`src/rtl/mips_isa_pkg.sv`:
```
// MIPS32 instruction-format definitions shared by the field decoder and encoder:
// format codes, field widths/positions and the opcodes the loaders care about.
package mips_isa_pkg;

    typedef enum logic [1:0] {
        FMT_R    = 2'd0,
        FMT_I    = 2'd1,
        FMT_J    = 2'd2,
        FMT_RSVD = 2'd3
    } fmt_e;

    localparam int OPCODE_W = 6;
    localparam int REG_W    = 5;
    localparam int SHAMT_W  = 5;
    localparam int FUNCT_W  = 6;
    localparam int IMM_W    = 16;
    localparam int TARGET_W = 26;

    localparam int OPCODE_MSB = 31;
    localparam int OPCODE_LSB = 26;
    localparam int RS_MSB     = 25;
    localparam int RS_LSB     = 21;
    localparam int RT_MSB     = 20;
    localparam int RT_LSB     = 16;
    localparam int RD_MSB     = 15;
    localparam int RD_LSB     = 11;
    localparam int SHAMT_MSB  = 10;
    localparam int SHAMT_LSB  = 6;
    localparam int FUNCT_MSB  = 5;
    localparam int FUNCT_LSB  = 0;
    localparam int IMM_MSB    = 15;
    localparam int IMM_LSB    = 0;
    localparam int TARGET_MSB = 25;
    localparam int TARGET_LSB = 0;

    localparam logic [OPCODE_W-1:0] OP_SPECIAL = 6'h00;
    localparam logic [OPCODE_W-1:0] OP_J       = 6'h02;
    localparam logic [OPCODE_W-1:0] OP_ADDI    = 6'h08;

    // R-type lives entirely under the SPECIAL opcode; I/J must not use it.
    function automatic logic is_legal(input fmt_e fmt, input logic [OPCODE_W-1:0] opcode);
        case (fmt)
            FMT_R:   is_legal = (opcode == OP_SPECIAL);
            FMT_I:   is_legal = (opcode != OP_SPECIAL);
            FMT_J:   is_legal = (opcode != OP_SPECIAL);
            default: is_legal = 1'b0;
        endcase
    endfunction

endpackage

```
`src/rtl/instruction_packer_32.sv`:
```
// Combinational packing of instruction fields into a 32-bit MIPS word,
// plus a flag telling whether the field bundle forms a legal instruction.
module instruction_packer_32
    import mips_isa_pkg::*;
(
    input  logic [1:0]          format,
    input  logic [OPCODE_W-1:0] opcode,
    input  logic [REG_W-1:0]    rs,
    input  logic [REG_W-1:0]    rt,
    input  logic [REG_W-1:0]    rd,
    input  logic [SHAMT_W-1:0]  shamt,
    input  logic [FUNCT_W-1:0]  alu_function,
    input  logic [IMM_W-1:0]    immediate,
    input  logic [TARGET_W-1:0] jump_target,
    output logic [31:0]         word,
    output logic                legal
);

    fmt_e fmt;

    assign fmt = fmt_e'(format);

    always_comb begin
        word  = '0;
        legal = is_legal(fmt, opcode);
        case (fmt)
            FMT_R: begin
                word[OPCODE_MSB:OPCODE_LSB] = opcode;
                word[RS_MSB:RS_LSB]         = rs;
                word[RT_MSB:RT_LSB]         = rt;
                word[RD_MSB:RD_LSB]         = rd;
                word[SHAMT_MSB:SHAMT_LSB]   = shamt;
                word[FUNCT_MSB:FUNCT_LSB]   = alu_function;
            end
            FMT_I: begin
                word[OPCODE_MSB:OPCODE_LSB] = opcode;
                word[RS_MSB:RS_LSB]         = rs;
                word[RT_MSB:RT_LSB]         = rt;
                word[IMM_MSB:IMM_LSB]       = immediate;
            end
            FMT_J: begin
                word[OPCODE_MSB:OPCODE_LSB] = opcode;
                word[TARGET_MSB:TARGET_LSB] = jump_target;
            end
            default: word = '0;
        endcase
    end

endmodule

```
`src/rtl/instruction_encoder_32.sv`:
```
// Accepts instruction field bundles over valid/ready, packs them and streams the
// words into instruction memory at an auto-incrementing word address.
module instruction_encoder_32
    import mips_isa_pkg::*;
#(
    parameter int ADDR_W     = 10,
    parameter int RESET_ADDR = 0
)
(
    input  logic                clock,
    input  logic                reset,
    input  logic                in_valid,
    output logic                in_ready,
    input  logic [1:0]          in_format,
    input  logic [OPCODE_W-1:0] in_opcode,
    input  logic [REG_W-1:0]    in_rs,
    input  logic [REG_W-1:0]    in_rt,
    input  logic [REG_W-1:0]    in_rd,
    input  logic [SHAMT_W-1:0]  in_shamt,
    input  logic [FUNCT_W-1:0]  in_alu_function,
    input  logic [IMM_W-1:0]    in_immediate,
    input  logic [TARGET_W-1:0] in_jump_target,
    input  logic                load_address,
    input  logic [ADDR_W-1:0]   start_address,
    output logic                imem_write_enable,
    input  logic                imem_ready,
    output logic [ADDR_W-1:0]   imem_address,
    output logic [31:0]         imem_write_data,
    output logic [ADDR_W:0]     word_count,
    output logic                wrapped,
    output logic                error,
    input  logic                error_clear
);

    localparam logic [ADDR_W-1:0] RESET_VAL = RESET_ADDR[ADDR_W-1:0];

    logic [31:0] packed_word;
    logic        bundle_legal;
    logic        accept;
    logic        complete;
    logic        wrap_now;

    instruction_packer_32 u_packer (
        .format       (in_format),
        .opcode       (in_opcode),
        .rs           (in_rs),
        .rt           (in_rt),
        .rd           (in_rd),
        .shamt        (in_shamt),
        .alu_function (in_alu_function),
        .immediate    (in_immediate),
        .jump_target  (in_jump_target),
        .word         (packed_word),
        .legal        (bundle_legal)
    );

    assign in_ready = !imem_write_enable || imem_ready;
    assign accept   = in_valid && in_ready;
    assign complete = imem_write_enable && imem_ready;
    // A reload in the same cycle replaces the increment, so it cannot wrap.
    assign wrap_now = complete && !load_address && (&imem_address);

    always_ff @(posedge clock or posedge reset) begin
        if (reset) begin
            imem_write_enable <= 1'b0;
            imem_write_data   <= '0;
        end else if (accept) begin
            imem_write_enable <= bundle_legal;
            if (bundle_legal) begin
                imem_write_data <= packed_word;
            end
        end else if (complete) begin
            imem_write_enable <= 1'b0;
        end
    end

    // The pending write always targets the live counter, so a reload retargets it.
    always_ff @(posedge clock or posedge reset) begin
        if (reset) begin
            imem_address <= RESET_VAL;
            word_count   <= '0;
        end else if (load_address) begin
            imem_address <= start_address;
            word_count   <= '0;
        end else if (complete) begin
            imem_address <= imem_address + 1'b1;
            if (!(&word_count)) begin
                word_count <= word_count + 1'b1;
            end
        end
    end

    always_ff @(posedge clock or posedge reset) begin
        if (reset) begin
            wrapped <= 1'b0;
            error   <= 1'b0;
        end else begin
            if (error_clear) begin
                wrapped <= 1'b0;
                error   <= 1'b0;
            end
            if (wrap_now) begin
                wrapped <= 1'b1;
            end
            if (accept && !bundle_legal) begin
                error <= 1'b1;
            end
        end
    end

endmodule

```
`config.mk`:
```
export PLATFORM = sky130hd
export DESIGN_NAME = instruction_encoder_32
export DESIGN_NICKNAME = d
export VERILOG_FILES = /design/src/rtl/mips_isa_pkg.sv /design/src/rtl/instruction_packer_32.sv /design/src/rtl/instruction_encoder_32.sv
export SDC_FILE = /design/constraint.sdc
export NUM_CORES = 1
export LEC_CHECK = 0
export CAP_MARGIN = 15
export CORE_UTILIZATION = 40
export CTS_CLUSTER_DIAMETER = 40
export DETAILED_ROUTE_END_ITERATION = 16
export MAX_ROUTING_LAYER = met4
export PLACE_DENSITY = 0.8
export SLEW_MARGIN = 0
export SYNTH_ARGS = -nofsm -noshare
export SYNTH_HDL_FRONTEND = slang
export SYNTH_SLANG_ARGS = --single-unit
```
`constraint.sdc`:
```
create_clock -name clock -period 2.5 [get_ports clock]
set_clock_uncertainty 0.05 [all_clocks]
set_input_delay 0.625 -clock clock [delete_from_list [all_inputs] [get_ports clock]]
set_output_delay 0.625 -clock clock [all_outputs]
set_load 0.01 [all_outputs]
```
# Word-level counts from Yosys, hierarchy flattened
# Index checks and enable logic that the tools add are counted.
[totals] register_bits=56 input_bits=92 out_inout_bits=57 elab_cells=44
[op_classes] add_sub_neg=2 eq_ne=3 muxes=12 n_reduce_logical=21
[ops] op="32-bit case mux with 3 select lines" count=1
[ops] op="11-bit two-way mux" count=3
[ops] op="10-bit two-way mux" count=2
[ops] op="11-bit by 1-bit adder with 11-bit output, second input constant" count=1
[ops] op="11-bit AND reduction" count=1
[ops] op="10-bit by 1-bit adder with 10-bit output, second input constant" count=1
[ops] op="10-bit AND reduction" count=1
[ops] op="2-bit nonzero test" count=4
[ops] op="6-bit zero test" count=1
[ops] op="6-bit nonzero test" count=1
[ops] op="1-bit logical AND" count=5
[ops] op="1-bit two-way mux" count=5
[ops] op="2-bit AND reduction" count=2
[ops] op="1-bit zero test" count=3
[ops] op="2-bit by 1-bit == test with 1-bit output, second input constant" count=1
[ops] op="2-bit == test, second input constant" count=1
[ops] op="2-bit zero test" count=1
[ops] op="2-bit inequality test, second input constant" count=1
[ops] op="1-bit case mux with 2 select lines" count=1
[ops] op="2-bit OR reduction" count=1
[ops] op="1-bit logical OR" count=1

# Logic depth before layout (Yosys ltp)
# Gate-level depths: netlist (run 1).
[depth] ltp_word=6 mapped_depth=8 mapped_depth_nobuf=6

# Modules after synthesis
# From an unflattened synthesis (run 1), not the netlist that was laid out.
[hier_totals] cells_unflattened=287 hier_area_um2=3170.5
[modules_own_cells] mod="instruction_encoder_32" instances=1 cells_per_inst=206 area_each_um2=2653.8
[modules_own_cells] mod="instruction_packer_32" instances=1 cells_per_inst=81 area_each_um2=516.7

# Least setup slack after synthesis (run 1)
# Ideal clock, no wire load.
[synth_path] kind="input-to-reg" startpoint="input port in_opcode[2]" endpoint="register imem_write_data[0]" arrival_time_ps=2269 setup_slack_ps=56 path_stages=5 path_buffers=1 cell_sequence="or4_1 -> nor3_4 -> mux2i_2 -> buf_6 -> mux2_2"
[synth_via] elab_chain_cells=3 word_cells_on_any_way=4
[synth_rtl] item="from (decl)" line="instruction_encoder_32.sv:15" rtl="input logic [OPCODE_W-1:0] in_opcode,"
[synth_rtl] item="6-bit nonzero test / 6-bit zero test (equally long branches)" line="mips_isa_pkg.sv:44, mips_isa_pkg.sv:45, mips_isa_pkg.sv:43"
[synth_rtl] item="1-bit case mux with 2 select lines *" line="mips_isa_pkg.sv:42" rtl="case (fmt)"
[synth_rtl] item="2-bit AND reduction (no source line) *"
[synth_rtl] item="to (signal assigned)" line="instruction_encoder_32.sv:70" rtl="imem_write_data <= packed_word;"
[synth_rtl] item="to (decl)" line="instruction_encoder_32.sv:28" rtl="output logic [31:0] imem_write_data,"
# Every way passes the cells marked *; elsewhere a longest branch is shown, timed or not.
# A chain may end at the register's enable or synchronous reset.

# Final worst setup path (run 1)
[layout_path] startpoint="input port imem_ready" endpoint="output port in_ready"
[layout_via] elab_chain_cells=1
[layout_rtl] item="from (decl)" line="instruction_encoder_32.sv:26" rtl="input logic imem_ready,"
[layout_rtl] item="1-bit logical OR" line="instruction_encoder_32.sv:57" rtl="assign in_ready = !imem_write_enable || imem_ready;"
[layout_rtl] item="to (decl)" line="instruction_encoder_32.sv:13" rtl="output logic in_ready,"
# No other way between the ends.

==> results of run 1 <==
-- worst max-delay path: stages --
cell	delay [ps]
clkdlybuf4s50_1	470
nand2b_1	140
clkdlybuf4s50_1	560
-- timing repair --
item / 4_1_cts / 5_1_grt
endpoints found under the setup margin: 25 / 19
setup buffers: 4 / 0
endpoints found under the hold margin: 0 / 0
pin swaps: 2 / 1
cloned: 2 / 0
gates resized for setup: 10 / 0
-- power breakdown --
| group | switching [W] | internal [W] |
|---|---|---|
| registers | 0.0000935 | 0.00104 |
| logic | 0.000330 | 0.000563 |
| clock network | 0.000284 | 0.000227 |
| total | 0.000707 | 0.00183 |
-- logic make-up after synthesis --
logic type	count (synthesis)	synth area share, %
AOI/OAI and AO/OA	50	13.46
xor gates and xnor gates	15	4.417
adders and majority gates	6	2.524
buffers and inverters	30	4.543
DFF	56	47.12
muxes	37	14.35
and+or+nand+nor	86	13.59
-- layer usage --
metal	part of all wire, %	GRT usage, %	wire (um)	up-vias
li1	-	-	-	1344
met5	0	-	0	-
met3	8.7	5.597	765	8
met2	51	39.16	4436	107
met4	0.94	5.572	82	0
met1	40	25.66	3474	1374
-- flip-flops by register name (all words and copies together) (netlist names) --
name / cells
error: 1
wrapped: 1
imem_address: 10
imem_write_data: 32
imem_write_enable: 1
word_count: 11
-- layout make-up --
type                            instances  area (um2)
Multi-Input combinational cell        194        1450
Clock buffer                            8       90.09
Fill cell                             575        2346
Sequential cell                        56        1401
Timing Repair Buffer                  172        1758
Inverter                               12       45.04
Tap cell                               99       123.9
-- cells in the final DEF (no fill, tap or decap), types with 5 or more instances in the layout --
cell type | netlist | final
a222oi_1 | 16 | 16
a22oi_1 | 10 | 10
buf_4 | 0 | 15
clkbuf_8 | 0 | 6
clkdlybuf4s50_1 | 0 | 144
dfrtp_1 | 56 | 56
ha_1 | 6 | 6
inv_1 | 12 | 11
mux2_2 | 22 | 22
mux2_4 | 5 | 5
mux2i_1 | 9 | 9
nand2_1 | 23 | 23
nand4_1 | 7 | 7
nor2_1 | 37 | 37
o21ai_0 | 11 | 11
xor2_1 | 11 | 11
-- path summary, 6_finish.rpt --
check	end	slack, ps	cells past startpoint
max in group asynchronous	imem_write_data[14]	1500	3
setup reg to reg	imem_write_data[9]	570	8
hold reg to reg	error	450	1
min in group asynchronous	imem_address[7]	650	3
hold / removal	error	450	1
setup / recovery	in_ready	20	3
-- per-stage QoR --
stage	std cells	utilization, %
2_1_floorplan	280	-
3_3_place_gp	527	64.74
3_5_place_dp	527	64.74
4_1_cts	541	67.48
5_1_grt	541	67.48
6_report	541	67.48
==> results.yml, run 1 <==
sta:
  fin_tns_setup_ps: 0
  holdWs_ps: 454.0
  min_period_over_period_pct: 99.01
  worst_slack_ps: 24.66
  fmax_mhz: 404.0
  hold_viol: 0
  max_slew_margin_pct: 59.18
  fin_crit_ps: 2475
  tightest_slew_ps: 596.8
  finalSetupViolCount: 0
  rsz0062_at_grt: "no"
  slew_violations: 0
grt:
  grt.overflow.total: 0
  grt_start_max_net_pins: 57
  antenna_found_initial: 0
  grt_pass1_wl_mm: 12.90
  first_global_vias: 2705
  grtUsageTotal_pct: 22.38
clocking:
  htree_levels: 2
  cts_root_buf: "clkbuf_8"
  ctsHoldBuffers: 0
  cts_tree: "done"
  cts.sinks: 56
  cts_buffers: 5
  cts.clk_slew.worst_paths_ps: 100
  cts_buffer_depth: 2
  clock_latency_ps: 300
floorplanning:
  fp.dieH_um: 88.23
  io_pins: 149
  fp-row-count: 31
  core_area_mm2: 0.007214
  die_w_um: 88.23
  dieArea_mm2: 0.007784
  start_util_pct: 41.22
worst_setup_path:
  worstSetupEndpointType: "primary output"
  cp.required_ps: 1820
  cp_data_arrival_time_ps: 1800
  worst_setup_path_start_kind: "input pin"
  path_max_fanout: 2
  startpoint: "imem_ready"
  setup.worst_path.class: "in -> out"
  r2r_start: "imem_write_enable"
route:
  final_antenna_net_count: 0
  drcViolationCount: 0
  drt-initial-drc-count: 142
  vias: 2833
  drt-vias-per-instance: 5.237
  dr.pass1.iters: 4
  wire_per_inst_um: 16.19
  drt-total-wl_mm: 8.759
yosys:
  synthDistinctLibCells: 37
  ys_seq_area_share_pct: 47.12
  syn_area_per_cell_um2: 10.62
  yosysTopAreaCell: "dfrtp_1"
  synth_fp_nets: 378
  synth_area_mm2: 0.002974
  yosysMostFrequentCell: "dfrtp_1"
  ys.warnings.count: 0
  synth_area_leaders: "dfrtp_1 (47%), mux2_2 (8.3%), a222oi_1 (5.4%)"
  synth_top_area_share_pct: 47.12
  synth_edf_count: 0
  ys_seq_elements: 56
  syn_inst: 280
  synth-main-ff-cell: "dfrtp_1"
  synth_top_cells_by_count: "dfrtp_1 (56), nor2_1 (37), nand2_1 (23)"
  async_flop_share_pct: 100.0
pwr:
  powerDensity_mw_per_mm2: 521.6
  peakVddDrop_v: 0.0002289
  power_w: 0.002539
  power_leakage_nw: 2.057
placed_design:
  post-place-ws_ps: -385.5
  io_buffers: 148
  gp_congestion: 0.9311
  placed_area_mm2: 0.004671
  dp_hpwl_mm: 6.401
layout:
  area_growth_pct: 63.69
  final_area_mm2: 0.004868
  diodes: 0
  drive_above_1_share_pct: 14.03
  fin_nets: 539
hold_path:
  hold_class: "reg -> reg"
  min_from: "error"
status:
  outcome: "finished, final reports clean"
job:
  cap_violations: 0
(Power assumes the default switching activity.)
==> run 2, diff against run 1 <==
Settings changed: CORE_UTILIZATION 40 to 30, PLACE_DENSITY 0.8 to default.
==> run 2 against run 1 <==
  * Cell count grew 6.5%
  * Utilization decreased by 14 points
  * Fmax is 1.2% higher
  * Via count increased by 0.74%
  * Largest cell class unchanged
  * Largest power group unchanged
==> results.yml, run 2 (synthesis results as in run 1) <==
status:
  outcome: "finished, final reports clean"
placed_design:
  gp_congestion: 0.8259
  dp_hpwl_mm: 6.480
  placed_area_mm2: 0.004723
  post-place-ws_ps: -411.7
  io_buffers: 148
  dpl.cell_count: 559
route:
  drcViolationCount: 0
  drt-initial-drc-count: 119
  drt-vias-per-instance: 4.955
  drt-total-wl_mm: 8.964
  wire_per_inst_um: 15.56
  dr.pass1.iters: 5
  final_antenna_net_count: 0
  vias: 2854
layout:
  diodes: 0
  layout_commonest_cell: "clkdlybuf4s50_1"
  area_growth_pct: 69.42
  fin_nets: 545
  final_cell_mix: "clkdlybuf4s50_1 (143), dfrtp_1 (56), nor2_1 (37)"
  fin_cells: 576
  top_regs: "imem_write_data: 32 flops, word_count: 11 flops, imem_address: 10 flops"
  fin_util_pct: 53.52
  final_area_mm2: 0.005039
  fillers: 879
  drive_above_1_share_pct: 15.44
  largest_reg_flops: 32
  largest_register: "imem_write_data"
worst_setup_path:
  cp.required_ps: 2640
  cp_data_arrival_time_ps: 2590
  cp_cell_sequence: "dlygate4sd2_1, or4_4, nor3_4, mux2i_4, buf_6, buf_6, buf_6, buf_12, mux2_4"
  crit_path_frequent_cell: "buf_6"
  crit_slowest_cell: "or4_4"
  startpoint: "in_opcode[0]"
  cp_num_cells: 9
  setup.worst_path.class: "in -> reg"
  worst_setup_path_start_kind: "input pin"
  critical_path.top_delay_family: "simple AND/OR/NAND/NOR gates"
  worstSetupEndpointType: "flop"
  ff2ff_path_depth: 9
  r2r_start: "imem_write_enable"
  crit_buf_inv: 5
  slowest_delay_ps: 490
  path_max_fanout: 7
sta:
  tightest_slew_ps: 568.8
  hold_viol: 0
  min_period_over_period_pct: 97.82
  finalSetupViolCount: 0
  fmax_mhz: 408.9
  worst_slack_ps: 54.51
  max_slew_margin_pct: 61.10
  fin_crit_ps: 2445
  rsz0062_at_grt: "no"
  slew_violations: 0
floorplanning:
  fp-row-count: 35
  die_w_um: 101.6
  io_pins: 149
  dieArea_mm2: 0.01032
  fp.dieH_um: 101.6
  start_util_pct: 31.59
  core_area_mm2: 0.009415
grt:
  grt.overflow.total: 0
  grtUsageTotal_pct: 18.43
  first_global_vias: 2875
  grt_start_max_net_pins: 30
  antenna_found_initial: 0
  grt_pass1_wl_mm: 14.44
clocking:
  cts_tree: "done"
  cts_buffer_depth: 2
  cts_root_buf: "clkbuf_8"
  ctsHoldBuffers: 0
  cts.sinks: 56
  cts.clk_slew.worst_paths_ps: 90
  clock_latency_ps: 300
  htree_levels: 2
  cts_buffers: 5
pwr:
  power_w: 0.002605
  powerDensity_mw_per_mm2: 517.0
  power_leakage_nw: 2.134
  peakVddDrop_v: 0.0002467
hold_path:
  min_from: "imem_write_data[6]"
  hold_class: "reg -> reg"
  hold_depth: 1
job:
  cap_violations: 0
[run 2: cell types whose count changed in the layout (fill, tap and decap cells not counted)]
cell | previous run | this run
mux2_2 | 22 | 9
mux2_4 | 5 | 18
buf_4 | 15 | 18
clkbuf_1 | 2 | 0
clkdlybuf4s15_1 | 0 | 2
buf_16 | 2 | 3
buf_6 | 3 | 4
buf_8 | 0 | 1
clkbuf_8 | 6 | 7
clkdlybuf4s50_1 | 144 | 143
dlygate4sd2_1 | 4 | 3
[run 2: metrics by stage]
stage          setup TNS [ps]  hold slack [ps]
4_1_cts                     0            457.6
5_1_grt                     0            487.0
2_1_floorplan               0            471.1
6_report                    0            463.7
3_5_place_dp           -12190            433.8
3_3_place_gp           -11290            427.9
[run 2: power breakdown]
part           internal, W  leakage, nW  switching [W]  total [W]
combinational     0.000603         1.36       0.000341   0.000944
sequential         0.00104        0.727      0.0000927    0.00113
clock             0.000248       0.0503       0.000279   0.000527
[run 2: cell type report]
type / count / area [um2] / share of cell area (%)
Clock buffer: 7 / 96.34 / 1.912
Inverter: 12 / 45.04 / 0.8940
Multi-Input combinational cell: 194 / 1499 / 29.75
Sequential cell: 56 / 1401 / 27.81
Tap cell: 129 / 161.4 / 3.203
Timing Repair Buffer: 178 / 1836 / 36.43
[run 2: path summary, 6_finish.rpt]
check	slack, ps	to
setup reg to reg	540	imem_write_data[19]
hold reg to reg	460	imem_write_data[6]
setup / recovery	50	imem_write_data[19]
hold / removal	460	imem_write_data[6]
max in group asynchronous	1330	imem_write_data[14]
min in group asynchronous	560	word_count[4]
[run 2: timing repair]
action                     CTS  global route
setup endpoints to repair   33            24
gates resized for setup     30             0
buffers inserted             6             1
cloned                       3             0
pin swaps                    2             1
[run 2: layer usage]
layer  global-route usage [%]  vias to the layer above  share of wire [%]
met2                    29.47                      106                 46
met4                    4.348                        0                1.4
met1                    23.94                     1378                 46
li1                         -                     1356                  -
met5                        -                        -                  0
met3                    3.727                       14                6.7
